### src/rtl/tpu_accum_pkg.sv
// Shared accumulator-table constants, sequencer state encoding and the
// write-address function used by every accumulator-table client.
package tpu_accum_pkg;

  localparam int DEF_MAX_OUT_ROWS = 128;
  localparam int DEF_MAX_OUT_COLS = 128;
  localparam int DEF_SYS_ARR_ROWS = 16;
  localparam int DEF_SYS_ARR_COLS = 16;

  localparam int NUM_ACCUM_ROWS = DEF_MAX_OUT_ROWS * DEF_MAX_OUT_COLS / DEF_SYS_ARR_COLS;
  localparam int NUM_SUBMATS_M  = DEF_MAX_OUT_ROWS / DEF_SYS_ARR_ROWS;
  localparam int NUM_SUBMATS_N  = DEF_MAX_OUT_COLS / DEF_SYS_ARR_COLS;
  localparam int ADDR_W         = $clog2(NUM_ACCUM_ROWS);

  typedef enum logic [1:0] {
    ST_IDLE  = 2'd0,
    ST_RUN   = 2'd1,
    ST_DRAIN = 2'd2
  } seq_state_e;

  // Rows leave the array bottom-first, so beat cnt lands on row (rows-1-cnt).
  function automatic int unsigned accum_addr(input int unsigned n, input int unsigned m,
                                             input int unsigned cnt,
                                             input int unsigned out_rows,
                                             input int unsigned arr_rows);
    return n * out_rows + m * arr_rows + (arr_rows - 1 - cnt);
  endfunction

endpackage

### src/rtl/accum_addr_pipe.sv
// Per-column skew pipeline: column j sees {wr_en, wr_accum, addr} j cycles
// after column 0; every stage resets to zero.
module accum_addr_pipe #(
  parameter int COLS   = 16,
  parameter int ADDR_W = 10
) (
  input  logic                   clk,
  input  logic                   reset,
  input  logic                   in_en,
  input  logic                   in_accum,
  input  logic [ADDR_W-1:0]      in_addr,
  output logic [COLS-1:0]        wr_en,
  output logic [COLS-1:0]        wr_accum,
  output logic [COLS*ADDR_W-1:0] wr_addr
);

  logic [COLS-1:0]             vld_pipe;
  logic [COLS-1:0]             acc_pipe;
  logic [COLS-1:0][ADDR_W-1:0] addr_pipe;

  always_ff @(posedge clk or posedge reset) begin
    if (reset) begin
      vld_pipe  <= '0;
      acc_pipe  <= '0;
      addr_pipe <= '0;
    end else begin
      vld_pipe[0]  <= in_en;
      acc_pipe[0]  <= in_accum;
      addr_pipe[0] <= in_addr;
      for (int j = 1; j < COLS; j++) begin
        vld_pipe[j]  <= vld_pipe[j-1];
        acc_pipe[j]  <= acc_pipe[j-1];
        addr_pipe[j] <= addr_pipe[j-1];
      end
    end
  end

  assign wr_en    = vld_pipe;
  assign wr_accum = acc_pipe;
  assign wr_addr  = addr_pipe;

endmodule

### src/rtl/accum_table_sequencer.sv
// Accumulator-table write sequencer for a tiled matmul drain.
// Optional sticky protocol-error flag: define ACCUM_TABLE_SEQ_ERR_EN.
module accum_table_sequencer
  import tpu_accum_pkg::*;
#(
  parameter int MAX_OUT_ROWS = DEF_MAX_OUT_ROWS,
  parameter int MAX_OUT_COLS = DEF_MAX_OUT_COLS,
  parameter int SYS_ARR_ROWS = DEF_SYS_ARR_ROWS,
  parameter int SYS_ARR_COLS = DEF_SYS_ARR_COLS
) (
  input  logic clk,
  input  logic reset,
  input  logic start,
  input  logic [$clog2(MAX_OUT_ROWS/SYS_ARR_ROWS)-1:0] cfg_last_m,
  input  logic [$clog2(MAX_OUT_COLS/SYS_ARR_COLS)-1:0] cfg_last_n,
  input  logic cfg_accum,
  input  logic out_valid,
  output logic busy,
  output logic done,
  output logic [SYS_ARR_COLS-1:0] wr_en,
  output logic [SYS_ARR_COLS*$clog2(MAX_OUT_ROWS*MAX_OUT_COLS/SYS_ARR_COLS)-1:0] wr_addr,
  output logic [SYS_ARR_COLS-1:0] wr_accum
`ifdef ACCUM_TABLE_SEQ_ERR_EN
  ,
  output logic err
`endif
);

  localparam int ADDR_BITS = $clog2(MAX_OUT_ROWS * MAX_OUT_COLS / SYS_ARR_COLS);
  localparam int M_W       = $clog2(MAX_OUT_ROWS / SYS_ARR_ROWS);
  localparam int N_W       = $clog2(MAX_OUT_COLS / SYS_ARR_COLS);
  localparam int CNT_W     = $clog2(SYS_ARR_ROWS);
  localparam int DRN_W     = $clog2(SYS_ARR_COLS);

  seq_state_e           state_q, state_d;
  logic [CNT_W-1:0]     cnt_q;
  logic [M_W-1:0]       m_q, last_m_q;
  logic [N_W-1:0]       n_q, last_n_q;
  logic [DRN_W-1:0]     drain_q;
  logic                 accum_q;
  logic                 done_q;
  logic                 start_ok, beat, last_beat, drain_end;
  logic [ADDR_BITS-1:0] beat_addr;

  assign beat      = (state_q == ST_RUN) && out_valid;
  assign last_beat = beat && (cnt_q == CNT_W'(SYS_ARR_ROWS-1)) &&
                     (m_q == last_m_q) && (n_q == last_n_q);
  assign drain_end = (state_q == ST_DRAIN) && (drain_q == DRN_W'(SYS_ARR_COLS-1));
  assign beat_addr = ADDR_BITS'(accum_addr(32'(n_q), 32'(m_q), 32'(cnt_q),
                                           MAX_OUT_ROWS, SYS_ARR_ROWS));

  always_ff @(posedge clk or posedge reset) begin
    if (reset) state_q <= ST_IDLE;
    else       state_q <= state_d;
  end

  // A start landing on the done cycle is dropped; IDLE accepts from the next cycle.
  always_comb begin
    state_d  = state_q;
    start_ok = 1'b0;
    case (state_q)
      ST_IDLE: begin
        if (start && !done_q) begin
          start_ok = 1'b1;
          state_d  = ST_RUN;
        end
      end
      ST_RUN:   if (last_beat) state_d = ST_DRAIN;
      ST_DRAIN: if (drain_end) state_d = ST_IDLE;
      default:  state_d = ST_IDLE;
    endcase
  end

  always_ff @(posedge clk or posedge reset) begin
    if (reset) begin
      cnt_q    <= '0;
      m_q      <= '0;
      n_q      <= '0;
      last_m_q <= '0;
      last_n_q <= '0;
      accum_q  <= 1'b0;
      drain_q  <= '0;
      done_q   <= 1'b0;
    end else begin
      done_q  <= drain_end;
      drain_q <= (state_q == ST_DRAIN) ? drain_q + 1'b1 : '0;
      if (start_ok) begin
        cnt_q    <= '0;
        m_q      <= '0;
        n_q      <= '0;
        last_m_q <= cfg_last_m;
        last_n_q <= cfg_last_n;
        accum_q  <= cfg_accum;
      end else if (beat) begin
        if (cnt_q == CNT_W'(SYS_ARR_ROWS-1)) begin
          cnt_q <= '0;
          if (m_q == last_m_q) begin
            m_q <= '0;
            n_q <= (n_q == last_n_q) ? '0 : n_q + 1'b1;
          end else begin
            m_q <= m_q + 1'b1;
          end
        end else begin
          cnt_q <= cnt_q + 1'b1;
        end
      end
    end
  end

`ifdef ACCUM_TABLE_SEQ_ERR_EN
  always_ff @(posedge clk or posedge reset) begin
    if (reset)                                                        err <= 1'b0;
    else if (start_ok)                                                err <= 1'b0;
    else if ((out_valid && state_q != ST_RUN) || (start && state_q != ST_IDLE)) err <= 1'b1;
  end
`endif

  assign busy = (state_q != ST_IDLE);
  assign done = done_q;

  accum_addr_pipe #(
    .COLS   (SYS_ARR_COLS),
    .ADDR_W (ADDR_BITS)
  ) u_pipe (
    .clk      (clk),
    .reset    (reset),
    .in_en    (beat),
    .in_accum (beat & accum_q),
    .in_addr  (beat ? beat_addr : '0),
    .wr_en    (wr_en),
    .wr_accum (wr_accum),
    .wr_addr  (wr_addr)
  );

endmodule

### config.mk
export PLATFORM = sky130hd
export DESIGN_NAME = accum_table_sequencer
export DESIGN_NICKNAME = d
export VERILOG_FILES = /design/src/rtl/tpu_accum_pkg.sv /design/src/rtl/accum_addr_pipe.sv /design/src/rtl/accum_table_sequencer.sv
export SDC_FILE = /design/constraint.sdc
export NUM_CORES = 1
export LEC_CHECK = 0
export CAP_MARGIN = 15
export CORE_UTILIZATION = 44
export DETAILED_ROUTE_END_ITERATION = 8
export GPL_ROUTABILITY_DRIVEN = 0
export GPL_TIMING_DRIVEN = 1
export HOLD_SLACK_MARGIN = 0.12
export PLACE_DENSITY = 0.78
export SLEW_MARGIN = 0
export SYNTH_ARGS = -nofsm -noshare
export SYNTH_HDL_FRONTEND = slang
export SYNTH_HIERARCHICAL = 1
export SYNTH_SLANG_ARGS = --single-unit
### constraint.sdc
create_clock -name clk -period 9.74 [get_ports clk]
set_input_delay 2.435 -clock clk [delete_from_list [all_inputs] [get_ports clk]]
set_output_delay 2.435 -clock clk [all_outputs]
set_load 0.05 [all_outputs]
== Word level (Yosys, flattened, before mapping) ==
Cells that the tools add are included.
Word-level totals
  register bits after elaboration: 216
  output and inout bits: 194
Operators by class
  $add $sub $neg: 7
  equality and inequality tests: 9
  muxes and demuxes: 20
  bitwise operators: 1
  reduce and logical (&&, ||, !) cells: 15
Operator list (number)
  $mux 3: 9
  $mux 4: 4
  $add 10x5->10: 1
  $add 10x7->10: 1
  $mux 10: 1
  $add 4x1->4 const B: 2
  $eq 4x4->1 const B: 2
  $reduce_bool 2->1: 4
  $add 3x1->3 const B: 2
  $eq 3x3->1: 2
  $logic_and 1x1->1: 6
  $mux 2: 3
  $ne 2x2->1 const B: 3
  $pmux 2 s3: 1
  $reduce_and 3->1: 2
  $sub 4x4->5 const A: 1
  $eq 2x1->1 const B: 1
  $eq 2x2->1 const B: 1
  $logic_not 2->1: 1
  $mux 1: 2
  $reduce_and 2->1: 1
  $and 1x1->1: 1
  $logic_not 1->1: 1

== Logic depth before layout (Yosys ltp) ==
Gate-level depths: netlist of the first run.
  depth in word-level cells: 7
  depth in mapped cells: 6

== By module ==
Netlist of the first run, hierarchy kept.
Modules (own cells, without submodules)
  accum_addr_pipe: times used 1, cells an instance 193, area each 4808.4 um^2, sequential area each 4804.6 um^2
  accum_table_sequencer: times used 1, cells an instance 113, area each 1227.4 um^2, sequential area each 600.6 um^2

== Worst setup path after synthesis of the first run ==
Ideal clock, no wire load.
  path kind: input-to-reg
  start point: input port start
  end point: register cnt_q[1]
  setup time: 121 ps
  arrival: 3331 ps
  required time: 9619 ps
  slack: 6288 ps
  cell stages on the path: 4
  cells stage by stage: nor4b_4 buf_2 nor2_1 a22o_1
Between the ends
  cells in the longest elaborated chain, start to end: 4
RTL lines
  start, declared: RTL line accum_table_sequencer.sv:13  | input logic start,
  $logic_and 1x1->1 *: RTL line accum_table_sequencer.sv:63  | if (start && !done_q) begin
  $mux 1 *: RTL line accum_table_sequencer.sv:63
  $mux 1 *: RTL line accum_table_sequencer.sv:61  | case (state_q)
  $mux 4 or $reduce_bool 2->1 (tied branches)
  end signal, assigned: RTL line accum_table_sequencer.sv:104  | cnt_q <= cnt_q + 1'b1;
  end, declared: RTL line accum_table_sequencer.sv:36  | logic [CNT_W-1:0] cnt_q;
Every way passes the cells marked *; elsewhere a longest branch is shown, timed or not.
A chain may end at the register's enable or synchronous reset.

== Worst setup path in the final report of the first run ==
  start point: register state_q[1]
  end point: output port busy
Between the ends
  cells in the longest elaborated chain, start to end: 1
RTL lines
  start, declared: RTL line accum_table_sequencer.sv:35  | seq_state_e state_q, state_d;
  start signal, assigned: RTL line accum_table_sequencer.sv:54  | else state_q <= state_d;
  $reduce_bool 2->1: RTL line accum_table_sequencer.sv:118  | assign busy = (state_q != ST_IDLE);
  end, declared: RTL line accum_table_sequencer.sv:18  | output logic busy,
Every way passes these cells.

==> metrics, run 1 <==
sequential area share after synthesis=89.6%; Crit Reg-Reg Endpoint=n_q[2]$_DFFE_PP0P_; Final Cell Area=9020 sq um; Via density=~4.7; fraction of layout cells with a size suffix above 1=9.67%; yosys warns=6; Sinks on Clock Net=216; maximum clock frequency=0.226 GHz; core area=~13000 sq um; Max VDD drop=0.000198 V; Clock Skew=0.0100 ns; Root Driver=clkbuf_16; GR Overflow Total=0; hold slack=about 0.37 ns; Area after DPL=8290 sq um; CTS resizes=0; CTS max path bufs=3; slowest stage delay, CP=0.70 ns; crit path max fanout=7; initial antenna violation count=0; Tcrit/Tclk final=45.3%; Crit path max-delay family=buffers and inverters; Hold Vio Cnt, Final=0; clock buffer count from CTS=22; Routed Antenna Nets=0; first-pass GRT wire length=20600 um; Post-CTS Setup Bufs=0; Crit path required time=7.31 ns; Worst-Margin Slew=1.10 ns; initial detailed-routing violation count=154; all-layer global routing usage=18.8%; CTS tree=built; full die area=~14000 sq um; cts hold-fix bufs=0; max cap viols=0; Nets=about 550; clk slew on worst S/H paths=~0.06 ns; row count=42; number of global-route vias before repair=between 3000 and 4000; Final Critical Period=4.42 ns; Syn Area/Cell=between 15 and 20 sq um; critical path cell sequence=or2_2 > clkdlybuf4s50_1; CP Launch Type=flop; n_diodes=0; Die Y=119 um; Port-buffer cells=204; Worst path slowest cell=clkdlybuf4s50_1; initial core utilization=around 45%; R2R Path Start=state_q[1]$_DFFE_PP0P_; Slew headroom=26.7%; max-slew violations=0; Hold Crit Class=flop to flop; Layout area overhead=49.4%; Worst Path Buf+Inv=1; WL final=12900 um; net count after synthesis=between 300 and 400; mapped cell area=approximately 6000 sq um; largest net degree at the start of global routing=between 100 and 150; final setup fails=0; Max H-tree Level=1; status=complete, no violations; area of the multi-input gates=596 sq um; storage element area=5410 sq um; Setup TNS Final=0 ns; I/O pins=~200; CP endpoint kind=output port; Worst R2R Setup Slack=around 7.7 ns; Clock Latency Late Sink=0.49 ns; via count=3387; Power, Total=3.33 mW; Pre-antenna DRT Iters=4; Worst Path Arrival=1.98 ns; synthesized instance count=slightly above 300; PD cells=369 nW/um^2; worst r2r path cells=4; Pleak=4.18 nW; Min-Delay Startpoint=u_pipe/wr_en[8]$_DFF_PP0_; Avg WL per Cell=between 15 and 20 um; DRC Markers=0; WHS Path Cells=0; FILL cells=889; Worst Hold End=u_pipe/wr_en[9]$_DFF_PP0_; hpwl dp=about 8700 um; Yosys cell types=33; Synth Register Bits=216; Crit Path Class=flop to output port; RSZ-0062 raised after global routing=no; Die X=119 um
## sequential cells by signal (all words and copies together) (netlist names)
signal	flops
m_q	3
state_q	2
drain_q	4
last_m_q	3
done	1
u_pipe/wr_accum	16
u_pipe/wr_addr	160
cnt_q	4
n_q	3
accum_q	1
last_n_q	3
u_pipe/wr_en	16
## synth_stat cells (all sizes together)
cell      n  share of area [%]
or3       1               0.10
nor4b     1               0.39
or2       2               0.21
a21oi     4               0.39
xnor2     8                1.2
nand3b    2               0.46
or2b      1               0.12
a31oi     2               0.21
nand2     5               0.31
o21ai     3               0.25
inv       4               0.25
mux2      7                1.3
nor2     11               0.68
clkbuf    1              0.062
and2      7               0.73
a31o      1               0.15
xor2      3               0.44
nand2b    1               0.10
dfrtp   216                 90
a22o      1               0.15
nand3     6               0.50
nand4     3               0.31
buf       2               0.27
and3      2               0.21
o21bai    1               0.12
nor3      4               0.33
nand4b    2               0.29
nor3b     1               0.12
ha        4               0.83
## cell families (layout without fill, tap and decap cells)
family	count (synthesis)	in the layout	share of synthesized area [%]
flops	216	216	89.6
simple gates	49	49	4.87
buf+inv	7	249	0.580
compound gates	12	12	1.26
fa+ha+maj	4	4	0.829
xor+xnor	11	11	1.60
mux	7	7	1.31
## how the worst max path moves through the flow
stage	end	cells past startpoint	from
3_3_place_gp	u_pipe/wr_addr[4]$_DFF_PP0_	3	reset
5_1_grt	busy	2	state_q[1]$_DFFE_PP0P_
4_1_cts	busy	2	state_q[1]$_DFFE_PP0P_
3_5_place_dp	u_pipe/wr_addr[44]$_DFF_PP0_	3	reset
2_1_floorplan	u_pipe/wr_accum[0]$_DFF_PP0_	1	reset
6_report	busy	2	state_q[1]$_DFFE_PP0P_
## routing by layer
layer	track usage (%)	part of all wire [%]	up-vias
li1	-	-	1460
met1	24.6	41	1729
met2	31.7	50	182
met3	4.89	7.8	16
met4	4.35	1.3	0
met5	0	0	-
## cell usage in the layout (no fill, tap or decap)
master,instances
dfrtp_1,216
clkdlybuf4s50_1,204
clkbuf_16,23
nor2_1,11
clkinv_2,11
xnor2_1,8
mux2_2,7
and2_1,7
nand3_1,6
nand2_1,5
nor3_1,4
ha_1,4
clkbuf_8,4
inv_1,3
nand4_1,3
xor2_1,3
a21oi_1,3
o21ai_0,3
and3_1,2
nand4b_1,2
a31oi_1,2
nor4b_4,1
nand3b_4,1
or2_1,1
a31o_1,1
or3_1,1
a21oi_2,1
a22o_1,1
or2_2,1
or2b_1,1
o21bai_1,1
nand2b_1,1
nor3b_1,1
nand3b_1,1
bufinv_16,1
clkinvlp_4,1
inv_8,1
buf_4,1
## per-stage QoR
stage                     utilization (%)  setup WS, ns  std cells
after floorplan                         -          2.08        306
final                                67.8          5.32        724
after detailed placement             62.4          5.16        684
after global routing                 67.8          5.26        724
after global placement               62.4          5.27        684
after CTS                            67.8          5.31        724
## report_power, final
group	leakage (nW)	internal, mW	total, mW	switching, mW
logic	0.991	0.373	1.25	0.875
clock network	0.369	0.486	0.813	0.327
registers	2.82	1.12	1.26	0.143
## area by class of cell
class                           count  share of cell area (%)
Clock buffer                       27                    6.99
Clock inverter                     13                    1.03
Inverter                            4                   0.250
Multi-Input combinational cell     83                    6.61
Sequential cell                   216                    59.9
Tap cell                          176                    2.44
Timing Repair Buffer              205                    22.7
(Power assumes the default switching activity.)
==> inputs of run 2 (changes only) <==
==> constraint.sdc (replaced) <==
create_clock -name clk -period 4.17 [get_ports clk]
set_input_delay 1.0425 -clock clk [delete_from_list [all_inputs] [get_ports clk]]
set_output_delay 1.0425 -clock clk [all_outputs]
set_load 0.05 [all_outputs]
==> metrics, run 2 (synthesized netlist as in run 1, its figures left out) <==
Sinks on Clock Net=216; Die X=about 120 um; area of the multi-input gates=just under 600 sq um; cell count after placement=686; Max VDD drop=0.000491 V; storage element area=between 5000 and 6000 sq um; Tcrit/Tclk final=between 70% and 80%; max cap viols=0; Nets=549; n_diodes=0; initial antenna violation count=0; Hold Vio Cnt, Final=0; Switching Share=between 40% and 50%; Hold Crit Class=flop to flop; Crit Path Class=flop to output port; Internal=4.66 mW; CTS tree=built; CTS resizes=0; Routed Antenna Nets=0; initial detailed-routing violation count=140; Worst Path Arrival=1.99 ns; Worst-Margin Slew=0.924 ns; Pre-antenna DRT Iters=4; Core Util, Final=between 60 and 70%; logic gate share of total power=between 30 and 40%; Die Y=119 um; final setup fails=0; Slew headroom=38.3%; pre-CTS WS=approximately 1.5 ns; Max H-tree Level=1; largest net degree at the start of global routing=123; max-slew violations=0; hpwl dp=8890 um; full die area=14200 sq um; RSZ-0062 raised after global routing=no; fraction of layout cells with a size suffix above 1=8.55%; Crit path required time=3.13 ns; critical path cell sequence=or2_2 > clkdlybuf4s50_1; first-pass GRT wire length=20300 um; sequential share of power=37.9%; clock share of power=24.5%; maximum clock frequency=between 0.3 and 0.4 GHz; Setup TNS Final=0 ns; Final Critical Period=3.03 ns; Post-CTS Setup Bufs=0; slowest stage delay, CP=0.70 ns; DRC Markers=0; number of global-route vias before repair=3617; CTS max path bufs=3; row count=42; Clock Skew=0.00601 ns; Worst path slowest cell=clkdlybuf4s50_1; I/O pins=205; crit path max fanout=5; Via density=4.63; clock buffer count from CTS=22; Pleak=4.18 nW; setup slack after layout=approximately 1.1 ns; Port-buffer cells=~200; core area=13300 sq um; Clock Latency Late Sink=0.48 ns; Sw Pwr=3.11 mW; Layout area overhead=49.7%; non-filler cells, final=726; GR Overflow Total=0; commonest cells after routing, fill and taps aside=dfrtp_1 (216), clkdlybuf4s50_1 (204), clkbuf_16 (23), nor2_1 (11); Root Driver=clkbuf_16; clk slew on worst S/H paths=0.06 ns; Largest register FFs=160; FILL cells=878; cts hold-fix bufs=0; PD cells=roughly 860 nW/um^2; most common cell after layout, fill and taps aside=dfrtp_1; CP Launch Type=flop; via count=3365; all-layer global routing usage=a little under a fifth; Avg WL per Cell=17.8 um; status=complete, no violations; WL final=roughly 13000 um; CP endpoint kind=output port; initial core utilization=45.4%
run 2: cell type report:
type                    count  area share (%)
flip-flops and latches    216            59.8
repair buffers            207            23.0
clock buffers              36            7.46
multi-input cells          83            6.59
well taps                 176            2.44
clock inverters             4           0.498
inverters                   4           0.208
run 2: critical path: cells and delay by family (launching register included):
kind | cells | cell delay [ns]
buf+inv | 1 | 0.70
flops | 1 | 0.49
simple gates | 1 | 0.32
run 2: power groups by stage:
stage | clock network (mW) | logic [mW] | registers (mW)
after floorplan | 0 | 0.216 | 4.56
after global placement | 0 | 2.91 | 2.94
after detailed placement | 0 | 2.93 | 2.98
after CTS | 1.95 | 2.94 | 2.96
after global routing | 2.04 | 2.99 | 3.01
final | 1.90 | 2.92 | 2.94
run 2: layer usage:
metal  track usage (%)  wire (um)
met1              22.9       5050
met5                 0          0
met2              32.7       6740
met4              4.19        152
met3              4.84       1000
run 2: worst paths after layout:
path	from	endpoint	slack, ns	cells after the start
max in group asynchronous	reset	u_pipe/wr_addr[69]$_DFF_PP0_	2.33	3
hold reg to reg	u_pipe/wr_addr[51]$_DFF_PP0_	u_pipe/wr_addr[61]$_DFF_PP0_	0.37	0
min in group asynchronous	reset	u_pipe/wr_en[0]$_DFF_PP0_	1.12	3
setup / recovery	state_q[0]$_DFFE_PP0P_	busy	1.14	2
hold / removal	u_pipe/wr_addr[51]$_DFF_PP0_	u_pipe/wr_addr[61]$_DFF_PP0_	0.37	0
setup reg to reg	state_q[0]$_DFFE_PP0P_	last_m_q[2]$_DFFE_PP0P_	2.42	3
run 2: per-stage QoR:
step	power, mW	area, sq um	hold WS (ns)
5_1_grt	8.04	9040	0.378
6_report	7.76	9040	0.368
3_5_place_dp	5.91	8320	0.357
4_1_cts	7.84	9040	0.366
3_3_place_gp	5.84	8320	0.354
2_1_floorplan	4.77	6040	0.433
==> inputs of run 3 (changes only) <==
--- a/config.mk
+++ b/config.mk
@@ -6,12 +6,12 @@
 export NUM_CORES = 1
 export LEC_CHECK = 0
 export CAP_MARGIN = 15
-export CORE_UTILIZATION = 44
+export CORE_UTILIZATION = 40
 export DETAILED_ROUTE_END_ITERATION = 8
 export GPL_ROUTABILITY_DRIVEN = 0
 export GPL_TIMING_DRIVEN = 1
 export HOLD_SLACK_MARGIN = 0.12
-export PLACE_DENSITY = 0.78
+export PLACE_DENSITY = 0.75
 export SLEW_MARGIN = 0
 export SYNTH_ARGS = -nofsm -noshare
 export SYNTH_HDL_FRONTEND = slang
==> constraint.sdc (replaced) <==
create_clock -name clk -period 2.5 [get_ports clk]
set_input_delay 0.625 -clock clk [delete_from_list [all_inputs] [get_ports clk]]
set_output_delay 0.625 -clock clk [all_outputs]
set_load 0.05 [all_outputs]
==> metrics, run 3 (synthesized netlist as in run 1, its figures left out) <==
status=complete, but fails checks; failing checks=design-rule violations; Routed Antenna Nets=0; non-filler cells, final=732; met2 WL post-DR=6310 um; Switching Share=roughly two fifths; DR top layer=met4; WL final=~13000 um; Sw Pwr=5.18 mW; clock share of power=25.0%; met3 routed WL=1110 um; final setup fails=0; initial core utilization=between 40% and 50%; Worst Path Buf+Inv=1; commonest cells after routing, fill and taps aside=dfrtp_1 (216), clkdlybuf4s50_1 (203), clkbuf_16 (21), nor2_1 (11), xnor2_1 (8); Via density=4.61; max cap viols=0; Port-buffer cells=204; Slew headroom=63.0%; row count=44; first-pass GRT wire length=20100 um; Worst-Margin Slew=0.554 ns; Crit path required time=between 1.5 and 2 ns; Nets=between 500 and 600; max-slew violations=0; clock buffer count from CTS=21; PD cells=about 1400 nW/um^2; initial detailed-routing violation count=198; Root Driver=clkbuf_16; Final Critical Period=2.34 ns; Hold Vio Cnt, Final=0; full die area=15600 sq um; M1 WL=4930 um; Crit path max-delay family=buffers and inverters; CP Launch Type=flop; slowest stage delay, CP=roughly 0.85 ns; all-layer global routing usage=about 16%; CTS tree=built; CP endpoint kind=output port; Largest register FFs=between 150 and 200; Max VDD drop=0.000672 V; Worst Path Arrival=~1.7 ns; Internal=7.87 mW; Sinks on Clock Net=between 200 and 250; Avg WL per Cell=17.1 um; GR Overflow Total=0; hpwl dp=roughly 8600 um; sequential share of power=37.7%; critical path cell sequence=clkdlybuf4s50_1; Layout area overhead=50.4%; Pre-antenna DRT Iters=8; largest net degree at the start of global routing=104; fraction of layout cells with a size suffix above 1=about a tenth; Clock Latency Late Sink=around 0.48 ns; I/O pins=205; Die X=125 um; core area=14600 sq um; CTS max path bufs=3; setup slack after layout=approximately 0.16 ns; Hold Crit Class=flop to flop; initial antenna violation count=0; Max H-tree Level=1; RSZ-0062 raised after global routing=no; Clock Skew=0.00905 ns; pre-CTS WS=approximately 0.29 ns; cell count after placement=695; most common cell after layout, fill and taps aside=dfrtp_1; Pleak=4.20 nW; DRC Markers=46; crit path max fanout=2; number of global-route vias before repair=approximately 3700; FILL cells=between 1000 and 1500; Die Y=125 um; Power, Total=13.0 mW; logic gate share of total power=37.3%; Post-CTS Setup Bufs=0; n_diodes=0; Tcrit/Tclk final=93.5%; clk slew on worst S/H paths=~0.06 ns; Crit Path Class=flop to output port; maximum clock frequency=between 0.4 and 0.5 GHz; Worst path slowest cell=clkdlybuf4s50_1; via count=3378
run 3: cell types whose count changed in the layout (fill, tap and decap cells not counted):
cell | before | now
clkbuf_1 | 8 | 2
clkinv_2 | 3 | 7
bufinv_16 | 1 | 4
clkbuf_16 | 23 | 21
clkbuf_8 | 5 | 3
buf_12 | 1 | 2
clkdlybuf4s50_1 | 204 | 203
dlygate4sd2_1 | 0 | 1
run 3: final timing paths:
| kind | cells after the start | to | slack (ns) | start |
|---|---|---|---|---|
| setup reg to reg | 5 | m_q[0]$_DFFE_PP0P_ | 0.86 | cnt_q[0]$_DFFE_PP0P_ |
| setup / recovery | 1 | wr_addr[54] | 0.16 | u_pipe/wr_addr[54]$_DFF_PP0_ |
| min in group asynchronous | 3 | drain_q[2]$_DFF_PP0_ | 0.59 | reset |
| hold / removal | 0 | u_pipe/wr_addr[91]$_DFF_PP0_ | 0.37 | u_pipe/wr_addr[81]$_DFF_PP0_ |
| max in group asynchronous | 3 | u_pipe/wr_addr[98]$_DFF_PP0_ | 1.38 | reset |
| hold reg to reg | 0 | u_pipe/wr_addr[91]$_DFF_PP0_ | 0.37 | u_pipe/wr_addr[81]$_DFF_PP0_ |
run 3: cell type report:
cell class	count	area [sq um]	area share, %
Sequential cell	216	5410	59.6
Timing Repair Buffer	208	2100	23.1
Multi-Input combinational cell	83	596	6.56
Clock buffer	26	574	6.33
Tap cell	184	230	2.54
Clock inverter	11	155	1.71
Inverter	4	18.8	0.207
run 3: layer usage:
layer	vias up	track usage, %
li1	1458	-
met1	1729	20.7
met2	167	28.1
met3	24	4.30
met4	0	4.02
met5	-	0
run 3: repair_timing:
item / in CTS / in global routing
hold buffers: 0 / 0
gates resized for setup: 1 / 0
endpoints found under the setup margin: 1 / 0
run 3: power by group through the flow:
stage / registers [mW] / clock network (mW) / logic, mW
6_report: 4.92 / 3.27 / 4.86
5_1_grt: 5.04 / 3.50 / 4.98
4_1_cts: 4.95 / 3.36 / 4.88
3_5_place_dp: 4.98 / 0 / 4.87
3_3_place_gp: 4.92 / 0 / 4.85
2_1_floorplan: 7.60 / 0 / 0.360
run 3: metrics by stage:
step                hold WS (ns)  cell area (sq um)  util (%)  setup TNS (ns)
floorplan                  0.433               6040         -         -115.48
global placement           0.355               8350      57.0               0
detailed placement         0.358               8350      57.0               0
CTS                        0.372               9070      62.0               0
global route               0.376               9070      62.0               0
finish                     0.371               9070      62.0               0
==> RTL edit (settings of run 2) <==
Register the output `wr_accum`, with the module's reset; this adds one clock of latency there. The other outputs are not delayed to match. Comments in the files are not updated.
--- a/src/rtl/accum_table_sequencer.sv
+++ b/src/rtl/accum_table_sequencer.sv
@@ -32,4 +32,6 @@
   localparam int CNT_W     = $clog2(SYS_ARR_ROWS);
   localparam int DRN_W     = $clog2(SYS_ARR_COLS);
+
+  logic [SYS_ARR_COLS-1:0] wr_accum_d;
 
   seq_state_e           state_q, state_d;
@@ -129,8 +131,16 @@
     .in_addr  (beat ? beat_addr : '0),
     .wr_en    (wr_en),
-    .wr_accum (wr_accum),
+    .wr_accum (wr_accum_d),
     .wr_addr  (wr_addr)
   );
 
+  always_ff @(posedge clk or posedge reset) begin
+    if (reset) begin
+      wr_accum <= '0;
+    end else begin
+      wr_accum <= wr_accum_d;
+    end
+  end
+
 endmodule
 
Formal check against the unedited RTL: not equivalent (Yosys sat finds a counterexample within 4 cycles, from zero or initial values and one cycle with reset high).
==> RTL edit against run 2 <==
  * Total power is 10% lower
  * Via count is 3.1% higher
  * Final area is 4.2% higher
  * Register-to-register slack worse by 0.19 ns
  * Wire length is 1.2% lower
  * Global-route usage is 1.5 points lower
  * Sequential cell count is 16 higher
  * Critical path depth stayed put
  * Synthesized area is 6.7% higher
  * Setup slack better by 0.010 ns
  * Combinational power is 26% lower
  * Count of clock-buffer cells in the layout is 2 lower
  * Critical path type unchanged
==> RTL edit: results (changes against run 2) <==
| Metric | Value |
|---|---|
| Max IR drop VDD | `0.000446 V (-9.2%)` |
| Layout non-clock buf frac | `22.1% (-0.93 points)` |
| Status | `complete, no violations` |
| Multi-input combinational area share | `6.35% (-0.24 points)` |
| Cell Count, Final, Fillers Out | `747 (+2.9%)` |
| Routed len/inst | `17.1 um (-3.9%)` |
| Dpl hpwl | `8740 um (-1.7%)` |
| Final instance area | `9420 um2 (+4.2%)` |
| Placement Cell Area | `8720 um2 (+4.9%)` |
| Via density per instance | `4.65 (+0.22%)` |
| WL met3 | `1240 um (+24%)` |
| Pre-CTS setup slack | `1.28 ns (-0.232 ns)` |
| Worst-Margin Slew | `1.00 ns (+0.0764 ns)` |
| Most frequent cells after synthesis | `232 x dfrtp_1, 11 x nor2_1, 8 x xnor2_1, 7 x and2_1, 7 x mux2_2` |
| Inst Count DP | `707 (+3.1%)` |
| Clk_skew | `0.00608 ns (+0.0000641 ns)` |
| Number of sequential cells | `232 (+7.4%)` |
| Fraction of area in registers | `61.6% (+1.8 points)` |
| # clk buffers | `34 (-5.6%)` |
| CTS Buf Count | `23 (+4.5%)` |
| Rows | `43 (+2.4%)` |
| M2 GR Usage | `27.9% (-4.8 points)` |
| Share of layout cells above drive strength 1 | `8.64% (+0.097 points)` |
| WL met2 | `6280 um (-6.8%)` |
| Leakage | `4.39 nW (+5.0%)` |
| First-pass GRT wire length | `19,700 um (-3.1%)` |
| DRT iter0 DRCs | `105 (-25%)` |
| Multi-input gates | `84 (+1.2%)` |
| Vias in the first global route | `3,648 (+0.86%)` |
| Fill count | `946 (+7.7%)` |
| Gr usage total | `17.0% (-1.5 points)` |
| Sequential-to-total area share from yosys stat | `90.1% (+0.60 points)` |
| Routing usage on met1 | `22.4% (-0.47 points)` |
| Met3 Track Usage GR | `5.54% (+0.70 points)` |
| Post-Syn Area per Cell | `19.9 um2 (+1.1%)` |
## RTL edit: final timing paths
path,end,cells past startpoint,from,slack (ns)
worst min register to register,wr_accum[15],0,u_pipe/wr_accum[15],0.36
worst max register to register,cnt_q[3],4,state_q[0],2.23
max in group asynchronous,u_pipe/wr_addr[3],3,reset,2.47
worst min-delay path,wr_accum[15],0,u_pipe/wr_accum[15],0.36
worst max-delay path,busy,2,state_q[0],1.15
min in group asynchronous,wr_accum[13],3,reset,1.08
## RTL edit: report_power, final
part	internal, mW	switching [mW]	total, mW	leakage (nW)
registers	2.68	0.267	2.94	3.03
logic	0.659	1.49	2.15	1.02
clock network	1.09	0.769	1.86	0.340
## RTL edit: cell families after synthesis
kind of cell	count (synthesis)	synth area share, %
adders and majority gates	4	0.777
xor gates and xnor gates	10	1.36
AOI/OAI and AO/OA	16	1.57
DFF	232	90.1
buffers and inverters	7	0.563
and+or+nand+nor	47	4.35
muxes	7	1.22
